### config.mk
export PLATFORM = sky130hd
export DESIGN_NAME = cdu_incr_pulser
export DESIGN_NICKNAME = d
export VERILOG_FILES = /design/src/rtl/cdu_pkg.sv /design/src/rtl/cdu_req_filter.sv /design/src/rtl/cdu_incr_pulser.sv
export SDC_FILE = /design/constraint.sdc
export NUM_CORES = 1
export LEC_CHECK = 0
export ABC_AREA = 1
export BUFFER_PORTS_ARGS = -buffer_cell sky130_fd_sc_hd__buf_4
export CAP_MARGIN = 20
export CORE_MARGIN = 2
export CORE_UTILIZATION = 49
export CTS_CLUSTER_DIAMETER = 80
export DETAILED_ROUTE_END_ITERATION = 8
export PLACE_DENSITY_LB_ADDON = 0.08
export REMOVE_ABC_BUFFERS = 1
export SLEW_MARGIN = 15
export SYNTH_ARGS = -nofsm -noshare
export SYNTH_HDL_FRONTEND = slang
export SYNTH_SLANG_ARGS = --single-unit
### constraint.sdc
create_clock -name clk -period 9.3 [get_ports clk]
set_input_delay 0.465 -clock clk [delete_from_list [all_inputs] [get_ports clk]]
set_output_delay 0.465 -clock clk [all_outputs]
set_load 0.005 [all_outputs]
### src/rtl/cdu_pkg.sv
// Shared types and sizing helpers for the CDU increment pulser.
// Pure declarations: no latency, no flow control.
package cdu_pkg;

  typedef enum logic [1:0] {
    IDLE = 2'd0,
    EMIT = 2'd1,
    GAP  = 2'd2
  } pulser_state_t;

  // Bits needed to hold the values 0..maxval inclusive.
  function automatic int unsigned cnt_w(input int unsigned maxval);
    return (maxval < 2) ? 1 : $clog2(maxval + 1);
  endfunction

endpackage

### src/rtl/cdu_req_filter.sv
// Deglitches one request level: one accept per armed high run of SETTLE samples.
// Accept is combinational in the cycle of the SETTLE-th high sample; no backpressure.
module cdu_req_filter
  import cdu_pkg::*;
#(
  parameter int unsigned SETTLE = 4
) (
  input  logic clk,
  input  logic rst_n,
  input  logic req,
  output logic accept
);

  localparam int unsigned   CW      = cnt_w(SETTLE);
  localparam logic [CW-1:0] CNT_MAX = CW'(SETTLE);
  localparam logic [CW-1:0] CNT_HIT = CW'(SETTLE - 1);

  logic [CW-1:0] cnt_q, cnt_d;
  logic          armed_q, armed_d;

  always_comb begin
    accept  = armed_q && req && (cnt_q == CNT_HIT);
    cnt_d   = cnt_q;
    armed_d = armed_q;
    if (!req) begin
      cnt_d   = '0;
      armed_d = 1'b1;
    end else begin
      if (cnt_q != CNT_MAX) cnt_d = cnt_q + CW'(1);
      if (accept) armed_d = 1'b0;
    end
  end

  // Disarmed at reset so a level already high at release is ignored until it drops.
  always_ff @(posedge clk or negedge rst_n) begin
    if (!rst_n) begin
      cnt_q   <= '0;
      armed_q <= 1'b0;
    end else begin
      cnt_q   <= cnt_d;
      armed_q <= armed_d;
    end
  end

endmodule

### src/rtl/cdu_incr_pulser.sv
// Turns filtered up/down count requests into single-cycle PCDU/MCDU pulses, SPACING apart.
// Pulse rises one cycle after a nonzero backlog is seen idle; no backpressure, backlog saturates into ovf.
module cdu_incr_pulser
  import cdu_pkg::*;
#(
  parameter int SETTLE  = 4,
  parameter int SPACING = 8,
  parameter int PEND_W  = 4
) (
  input  logic              clk,
  input  logic              rst_n,
  input  logic              up_req,
  input  logic              dn_req,
  input  logic              clr_ovf,
  output logic              pcdu,
  output logic              mcdu,
  output logic [PEND_W-1:0] pending,
  output logic              ovf
);

  localparam int unsigned SW = PEND_W + 2;
  localparam logic signed [SW-1:0] P_MAX = SW'((2 ** (PEND_W - 1)) - 1);
  localparam logic signed [SW-1:0] P_MIN = SW'(-(2 ** (PEND_W - 1)));

  localparam int unsigned   GW       = cnt_w(SPACING);
  localparam bit            HAS_GAP  = (SPACING > 2);
  localparam logic [GW-1:0] GAP_LOAD = HAS_GAP ? GW'(SPACING - 3) : '0;

  logic up_acc, dn_acc;

  cdu_req_filter #(.SETTLE(SETTLE)) u_up_filt (
    .clk    (clk),
    .rst_n  (rst_n),
    .req    (up_req),
    .accept (up_acc)
  );

  cdu_req_filter #(.SETTLE(SETTLE)) u_dn_filt (
    .clk    (clk),
    .rst_n  (rst_n),
    .req    (dn_req),
    .accept (dn_acc)
  );

  logic signed [PEND_W-1:0] pend_q, pend_d;
  logic                     ovf_q, ovf_d;
  logic signed [SW-1:0]     sum;
  logic                     sat;

  // The pulse register contributes its -1/+1 during the cycle it is high.
  always_comb begin
    sum = SW'(pend_q);
    if (up_acc && !dn_acc) sum = sum + SW'(1);
    if (dn_acc && !up_acc) sum = sum - SW'(1);
    if (pcdu) sum = sum - SW'(1);
    if (mcdu) sum = sum + SW'(1);
    sat    = 1'b0;
    pend_d = sum[PEND_W-1:0];
    if (sum > P_MAX) begin
      pend_d = P_MAX[PEND_W-1:0];
      sat    = 1'b1;
    end else if (sum < P_MIN) begin
      pend_d = P_MIN[PEND_W-1:0];
      sat    = 1'b1;
    end
    ovf_d = sat | (ovf_q & ~clr_ovf);
  end

  pulser_state_t state_q, state_d;
  logic [GW-1:0] gap_q, gap_d;
  logic          pcdu_q, pcdu_d, mcdu_q, mcdu_d;
  logic          pend_pos, pend_neg;

  assign pend_neg = pend_q[PEND_W-1];
  assign pend_pos = !pend_neg && (pend_q != '0);

  always_comb begin
    state_d = state_q;
    gap_d   = gap_q;
    pcdu_d  = 1'b0;
    mcdu_d  = 1'b0;
    case (state_q)
      IDLE: begin
        if (pend_pos) begin
          state_d = EMIT;
          pcdu_d  = 1'b1;
        end else if (pend_neg) begin
          state_d = EMIT;
          mcdu_d  = 1'b1;
        end
      end
      EMIT: begin
        // IDLE and EMIT already cover two cycles of the spacing window.
        if (HAS_GAP) begin
          state_d = GAP;
          gap_d   = GAP_LOAD;
        end else begin
          state_d = IDLE;
        end
      end
      GAP: begin
        if (gap_q == '0) state_d = IDLE;
        else             gap_d   = gap_q - GW'(1);
      end
      default: state_d = IDLE;
    endcase
  end

  always_ff @(posedge clk or negedge rst_n) begin
    if (!rst_n) begin
      state_q <= IDLE;
      gap_q   <= '0;
      pcdu_q  <= 1'b0;
      mcdu_q  <= 1'b0;
      pend_q  <= '0;
      ovf_q   <= 1'b0;
    end else begin
      state_q <= state_d;
      gap_q   <= gap_d;
      pcdu_q  <= pcdu_d;
      mcdu_q  <= mcdu_d;
      pend_q  <= pend_d;
      ovf_q   <= ovf_d;
    end
  end

  assign pcdu    = pcdu_q;
  assign mcdu    = mcdu_q;
  assign pending = pend_q;
  assign ovf     = ovf_q;

endmodule

Word level (Yosys, flattened, before mapping)

Index checks and enable logic that the tools add are counted.

Word-level logic and storage cells: 78
Output and inout port bits: 7
Input port bits: 5
Bits in registers: 21

Multiplexer cells: 27
Reductions and logical operators: 16
Equality and inequality tests: 13
Order comparisons: 2
$add $sub $neg: 7
Bitwise gates (word level): 3

Operators with widths:

| operator                                                                         | count |
|---|---|
| 6-bit 2-to-1 mux                                                                 | 4 |
| 3-bit 2-to-1 mux                                                                 | 4 |
| 4-bit 2-to-1 mux                                                                 | 3 |
| 6-bit by 2-bit subtractor with 6-bit output (second input constant)              | 2 |
| 1-bit 2-to-1 mux                                                                 | 11 |
| 3-bit inequality test (second input constant)                                    | 3 |
| 2-bit by 1-bit inequality test with 1-bit output (second input constant)         | 4 |
| 4-bit one-hot mux with 2 select lines                                            | 1 |
| 1-bit logical AND                                                                | 7 |
| 3-bit by 1-bit adder with 3-bit output (second input constant)                   | 2 |
| 6-bit by 2-bit adder with 6-bit output (second input constant)                   | 1 |
| 3-bit by 2-bit equality test with 1-bit output (second input constant)           | 2 |
| 6-bit by 4-bit greater-than comparator with 1-bit output (second input constant) | 1 |
| 6-bit by 4-bit less-than comparator with 1-bit output (second input constant)    | 1 |
| 2-bit 2-to-1 mux                                                                 | 3 |
| 2-bit one-hot mux with 3 select lines                                            | 1 |
| 4-bit by 2-bit adder with 5-bit output (second input constant)                   | 1 |
| 4-bit zero test                                                                  | 1 |
| 2-bit inequality test (second input constant)                                    | 2 |
| 2-bit AND reduction                                                              | 2 |
| 4-bit nonzero test                                                               | 1 |
| 4-bit by 1-bit subtractor with 4-bit output (second input constant)              | 1 |
| 1-bit zero test                                                                  | 3 |
| 2-bit by 1-bit equality test with 1-bit output (second input constant)           | 1 |
| other kinds (6)                                                                  | 6 |

Depth between registers and ports, before layout

Depth after elaboration: 15
Depth in mapped cells: 22
Depth with buffers taken out: 22

Hierarchy

Synthesis repeated with hierarchy kept, for this count alone.

Cell total of the unflattened synthesis: 220
Area, all modules: 1502.7 um^2

Modules (own cells, without submodules):

| module          | area each (um^2) | seq. area each (um^2) | cells an instance | times used |
|---|---|---|---|---|
| cdu_incr_pulser | 1089.8           | 325.3                 | 176               | 1 |
| cdu_req_filter  | 206.4            | 100.1                 | 22                | 2 |

Worst setup path after synthesis

No wires, ideal clock.

Path type: reg2reg
Start point: register u_dn_filt.cnt_q[0]
End point: register ovf_q (netlist: ovf)
Stages on the path, launching flop included: 20
Arrival time: 2803 ps
Period minus slack after synthesis: 2934 ps
Library setup time: 132 ps
Setup slack: 6366 ps
Path buffers: 0
Data required time: 9168 ps
Cell sequence: dfrtp_1 > ha_1 > ha_1 > nand3_1 > nand2_2 > nand2_1 > nand2_1 > ha_1 > nand2_1 > nand2_1 > ha_1 > o21ai_2 > ha_1 > nand2_1 > a21oi_1 > nand2_1 > nand2_1 > nand2_1 > o21ai_2 > nand3_1

Word-level cells in the longest chain between the ends: 15
Elaborated cells on any way between the ends: 17
Those cells by class: add/sub: 3; order compare: 2; eq/ne: 1; mux: 6; bitwise: 1; reduce/logical: 4

Ends and longest elaborated chain:

| item                                                  | line                   | text |
|---|---|---|
| start, declared                                       | cdu_req_filter.sv:18   | `logic [CW-1:0] cnt_q, cnt_d;` |
| start signal, assigned                                | cdu_req_filter.sv:40   | `cnt_q <= cnt_d;` |
| 3-bit by 2-bit equality test with 1-bit output *      | cdu_req_filter.sv:22   | `accept = armed_q && req && (cnt_q == CNT_HIT);` |
| 1-bit logical AND *                                   | cdu_req_filter.sv:22   |  |
| 1-bit zero test                                       | cdu_incr_pulser.sv:53  | `if (up_acc && !dn_acc) sum = sum + SW'(1);` |
| 1-bit logical AND                                     | cdu_incr_pulser.sv:53  |  |
| 6-bit 2-to-1 mux                                      | cdu_incr_pulser.sv:53  |  |
| 6-bit by 2-bit subtractor with 6-bit output           | cdu_incr_pulser.sv:54  | `if (dn_acc && !up_acc) sum = sum - SW'(1);` |
| 6-bit 2-to-1 mux *                                    | cdu_incr_pulser.sv:54  |  |
| 6-bit by 2-bit subtractor with 6-bit output           | cdu_incr_pulser.sv:55  | `if (pcdu) sum = sum - SW'(1);` |
| 6-bit 2-to-1 mux *                                    | cdu_incr_pulser.sv:55  |  |
| 6-bit by 2-bit adder with 6-bit output                | cdu_incr_pulser.sv:56  | `if (mcdu) sum = sum + SW'(1);` |
| 6-bit 2-to-1 mux *                                    | cdu_incr_pulser.sv:56  |  |
| 6-bit by 4-bit less-than comparator with 1-bit output | cdu_incr_pulser.sv:62  | `end else if (sum < P_MIN) begin` |
| 1-bit 2-to-1 mux                                      | cdu_incr_pulser.sv:62  |  |
| 1-bit 2-to-1 mux *                                    | cdu_incr_pulser.sv:59  | `if (sum > P_MAX) begin` |
| 1-bit bitwise OR *                                    | cdu_incr_pulser.sv:66  | `ovf_d = sat \| (ovf_q & ~clr_ovf);` |
| net ovf_d                                             | cdu_incr_pulser.sv:46  | `logic ovf_q, ovf_d;` |
| end signal, assigned                                  | cdu_incr_pulser.sv:123 | `ovf_q <= ovf_d;` |
| end, declared                                         | cdu_incr_pulser.sv:46  |  |

Mark *: on every way through the listed nets, which the timed path passes. The rest lies on a longest branch.
A chain may end at the register's enable or synchronous reset.

Worst setup path in the final report

Start point: register u_up_filt.cnt_q[0]
End point: register ovf_q (netlist: ovf)

Word-level cells in the longest chain between the ends: 14
Elaborated cells on any way between the ends: 17
Those cells by class: add/sub: 3; order compare: 2; eq/ne: 1; mux: 6; bitwise: 1; reduce/logical: 4

Ends and longest elaborated chain:

| item                                                  | line |
|---|---|
| start, declared                                       | cdu_req_filter.sv:18 |
| start signal, assigned                                | cdu_req_filter.sv:40 |
| 3-bit by 2-bit equality test with 1-bit output *      | cdu_req_filter.sv:22 |
| 1-bit logical AND *                                   | cdu_req_filter.sv:22 |
| 1-bit logical AND                                     | cdu_incr_pulser.sv:53 |
| 6-bit 2-to-1 mux                                      | cdu_incr_pulser.sv:53 |
| 6-bit by 2-bit subtractor with 6-bit output           | cdu_incr_pulser.sv:54 |
| 6-bit 2-to-1 mux *                                    | cdu_incr_pulser.sv:54 |
| 6-bit by 2-bit subtractor with 6-bit output           | cdu_incr_pulser.sv:55 |
| 6-bit 2-to-1 mux *                                    | cdu_incr_pulser.sv:55 |
| 6-bit by 2-bit adder with 6-bit output                | cdu_incr_pulser.sv:56 |
| 6-bit 2-to-1 mux *                                    | cdu_incr_pulser.sv:56 |
| 6-bit by 4-bit less-than comparator with 1-bit output | cdu_incr_pulser.sv:62 |
| 1-bit 2-to-1 mux                                      | cdu_incr_pulser.sv:62 |
| 1-bit 2-to-1 mux *                                    | cdu_incr_pulser.sv:59 |
| 1-bit bitwise OR *                                    | cdu_incr_pulser.sv:66 |
| net ovf_d                                             | cdu_incr_pulser.sv:46 |

Marked as above.

==> summary.md <==
| Metric | Value |
|---|---|
| Initial antenna violation count | `0` |
| Synth cell types | `23` |
| WL final | `2.89 mm` |
| Post-synthesis instance total | `209` |
| Crit-path max cell delay | `410 ps` |
| Pre-CTS WS | `6100 ps` |
| CP top delay family | `adder cells` |
| Clk_skew | `11.5 ps` |
| Slowest library cell on the worst path | `dfrtp_1` |
| Global-route wire length before repair | `5.26 mm` |
| Post-CTS setup buffers | `0` |
| Fill cells | `272` |
| PostCTS Resize Cnt | `0` |
| Setup_tns | `0 ps` |
| Fin. Hold Viols | `0` |
| Share of cells above drive strength 1 | `12.5%` |
| DR vias/cell | `5.18` |
| Largest net degree at the start of global routing | `22` |
| Vias in the first global route | `1299` |
| Area occupied by registers | `526 sq um` |
| Peak supply drop | `0.000162 V` |
| Leak | `0.000916 uW` |
| CP max FO | `6` |
| Io pins | `12` |
| CTS H-Tree Depth | `1` |
| NumNets Final | `242` |
| Final HPWL DP | `2.46 mm` |
| Area Overhead vs Synth | `10.2%` |
| DIE AREA | `3480 sq um` |
| Diodes inserted | `0` |
| Most used cell, CP | `nand2_1` |
| DRC errors left | `0` |
| Unrepaired setup endpoints after global routing | `false` |
| Die Y | `59.0 um` |
| 1st-iter DRT viols | `77` |
| Routed Antenna Nets | `0` |
| Area of the multi-input gates | `815 sq um` |
| Congestion Overflow GR | `0` |
| Status | `finished, final reports clean` |
| CP arrival | `3410 ps` |
| Drt pass-1 iters | `4` |
| Critical Path RT | `9500 ps` |
| Final worst-path cycle share | `34.6%` |
| Post-layout min period | `3210 ps` |
| Maxcap violations | `0` |
| TritonCTS clock tree | `yes` |
| Max Slew Vio Count | `0` |
| Tightest Pin Transition | `343 ps` |
| Buffers on Ports | `11` |
| Final setup violation count | `0` |
| Crit-path cells | `ha_1, ha_1, nand2_1, nor2_4, nand2_2, nand2_1, nand2_1, ha_1, nand2_1, nand2_1, ha_1, o21ai_2, ha_1, nand2_1, a21oi_1, nand2_1, nand2_1, nand2_1, o21ai_2, nand3_1` |
| Worst min path class | `in -> async` |
| Deepest clock path buffer count | `2` |
| Most common cell after layout, fill and taps aside | `nand2_1` |
| # hold bufs at CTS | `0` |
| CP Capture Type | `flop` |
| Worst-Skew Late Latency | `300 ps` |
| DR WL/cell | `11.3 um` |
| # rows | `19` |
| Post-synthesis cell area | `1480 sq um` |
| Routed via count | `1320` |
| Seq/Total Area, Yosys | `35.4%` |
| Pwr dens | `313 nW/um^2` |
| Kind of critical path | `reg -> reg` |
| Starting Density | `52.9%` |
| Die span in x | `59.0 um` |
| CTS Sinks | `21` |
| Final RePlAce weighted congestion | `0.968` |
| GRT Overall Usage | `19.5%` |
| Most frequent cells in the layout | `nand2_1, inv_1, dfrtp_1, nand3_1, ha_1` |
| Cts bufs inserted | `3` |
| Flops & latches, synth | `21` |
| Max-slew headroom | `76.9%` |
| Fmax | `311 MHz` |
| Worst Slack Setup Final | `6090 ps` |
| Hold_ws | `14.6 ps` |
| Core box area | `2810 sq um` |
| Mean post-synth cell area | `7.09 sq um` |
| Root Driver | `clkbuf_4` |
| Yosys warns | `0` |
| Clock slew seen by the registers of the worst setup and hold paths | `120 ps` |
| Instance count on the critical path | `20` |
| WP buf/inv | `0` |
| Worst R2R Path Depth | `20` |
| Crit start category | `flop` |
[synth_stat cells]
master,count,area share [%]
o21ai_0,11,3.7
xnor2_1,1,0.59
o31ai_1,1,0.51
inv_1,35,8.9
nand2_2,4,1.7
o21a_1,1,0.51
nor2_4,2,1.5
nor2_1,11,2.8
xor2_1,3,1.8
nand3b_1,1,0.51
nand4_1,4,1.7
nand3_2,2,1.4
o21ai_2,2,1.2
mux2i_1,1,0.68
a21boi_0,1,0.51
nand2_1,68,17
o22ai_1,1,0.42
nand3_1,17,5.7
ha_1,12,10
inv_2,3,0.76
dfrtp_1,21,35
or2_0,1,0.42
a21oi_1,6,2.0
[sequential cells by signal, indices dropped and copies added, names as in the netlist]
signal / flops
u_dn_filt.cnt_q: 3
gap_q: 4
u_up_filt.cnt_q: 3
pcdu: 1
u_up_filt.armed_q: 1
u_dn_filt.armed_q: 1
ovf: 1
pending: 4
state_q: 2
mcdu: 1
[layer usage]
metal	vias to the layer above	global-route usage, %	part of all wire [%]
met5	-	0	0
met1	605	25.1	48
li1	689	-	-
met3	4	3.71	2.8
met2	22	34.1	48
met4	0	4.22	0.79
[where the power goes]
group / switching (uW) / internal (uW) / total [uW]
combinational: 186 / 116 / 302
sequential: 36.7 / 129 / 166
clock: 27.5 / 16.4 / 43.8
[worst register-to-register path: cells and delay by family (launching register included)]
family,cells,cell delay (ps)
simple gates,12,1020
compound gates,3,540
flops,1,410
fa+ha+maj,5,1140
[final cells by class]
class	count	area share, %
Clock buffer	3	1.38
Clock inverter	1	0.459
Inverter	38	8.73
Multi-Input combinational cell	150	49.8
Sequential cell	21	32.2
Tap cell	31	2.37
Timing Repair Buffer	11	5.05
[kinds of logic (layout without fill, tap and decap cells)]
| logic type | Yosys count | count (layout) | share of synthesized area, % |
|---|---|---|---|
| AO/OA/AOI/OAI | 23 | 23 | 8.86 |
| XOR/XNOR | 4 | 4 | 2.36 |
| adder cells (fa/ha/maj) | 12 | 12 | 10.1 |
| buffers and inverters | 38 | 53 | 9.62 |
| AND/OR/NAND/NOR | 110 | 110 | 32.9 |
| flip-flops | 21 | 21 | 35.4 |
| multiplexers | 1 | 1 | 0.675 |
[path summary, 6_finish.rpt]
path                       slack, ps                            from                        endpoint
max                             6090  u_up_filt.cnt_q[0]$_DFFE_PN0P_                   ovf$_DFF_PN0_
min                               10                           rst_n            gap_q[2]$_DFFE_PN0P_
max reg2reg                     6090  u_up_filt.cnt_q[0]$_DFFE_PN0P_                   ovf$_DFF_PN0_
min reg2reg                      510  u_up_filt.cnt_q[0]$_DFFE_PN0P_  u_up_filt.cnt_q[0]$_DFFE_PN0P_
max in group asynchronous       9070                           rst_n          state_q[0]$_DFFE_PN0P_
min in group clk                 380                          dn_req   u_dn_filt.armed_q$_DFFE_PN0P_
[stage by stage]
step / util (%) / instance area [sq um] / cells / power [uW]
6_report: 58.3 / 1630 / 255 / 512
5_1_grt: 58.3 / 1630 / 255 / 579
4_1_cts: 58.3 / 1630 / 255 / 518
3_5_place_dp: 57.2 / 1600 / 251 / 472
3_3_place_gp: 57.2 / 1600 / 251 / 455
2_1_floorplan: - / 1480 / 209 / 385
Note: power is estimated with default switching activity, not from simulation.
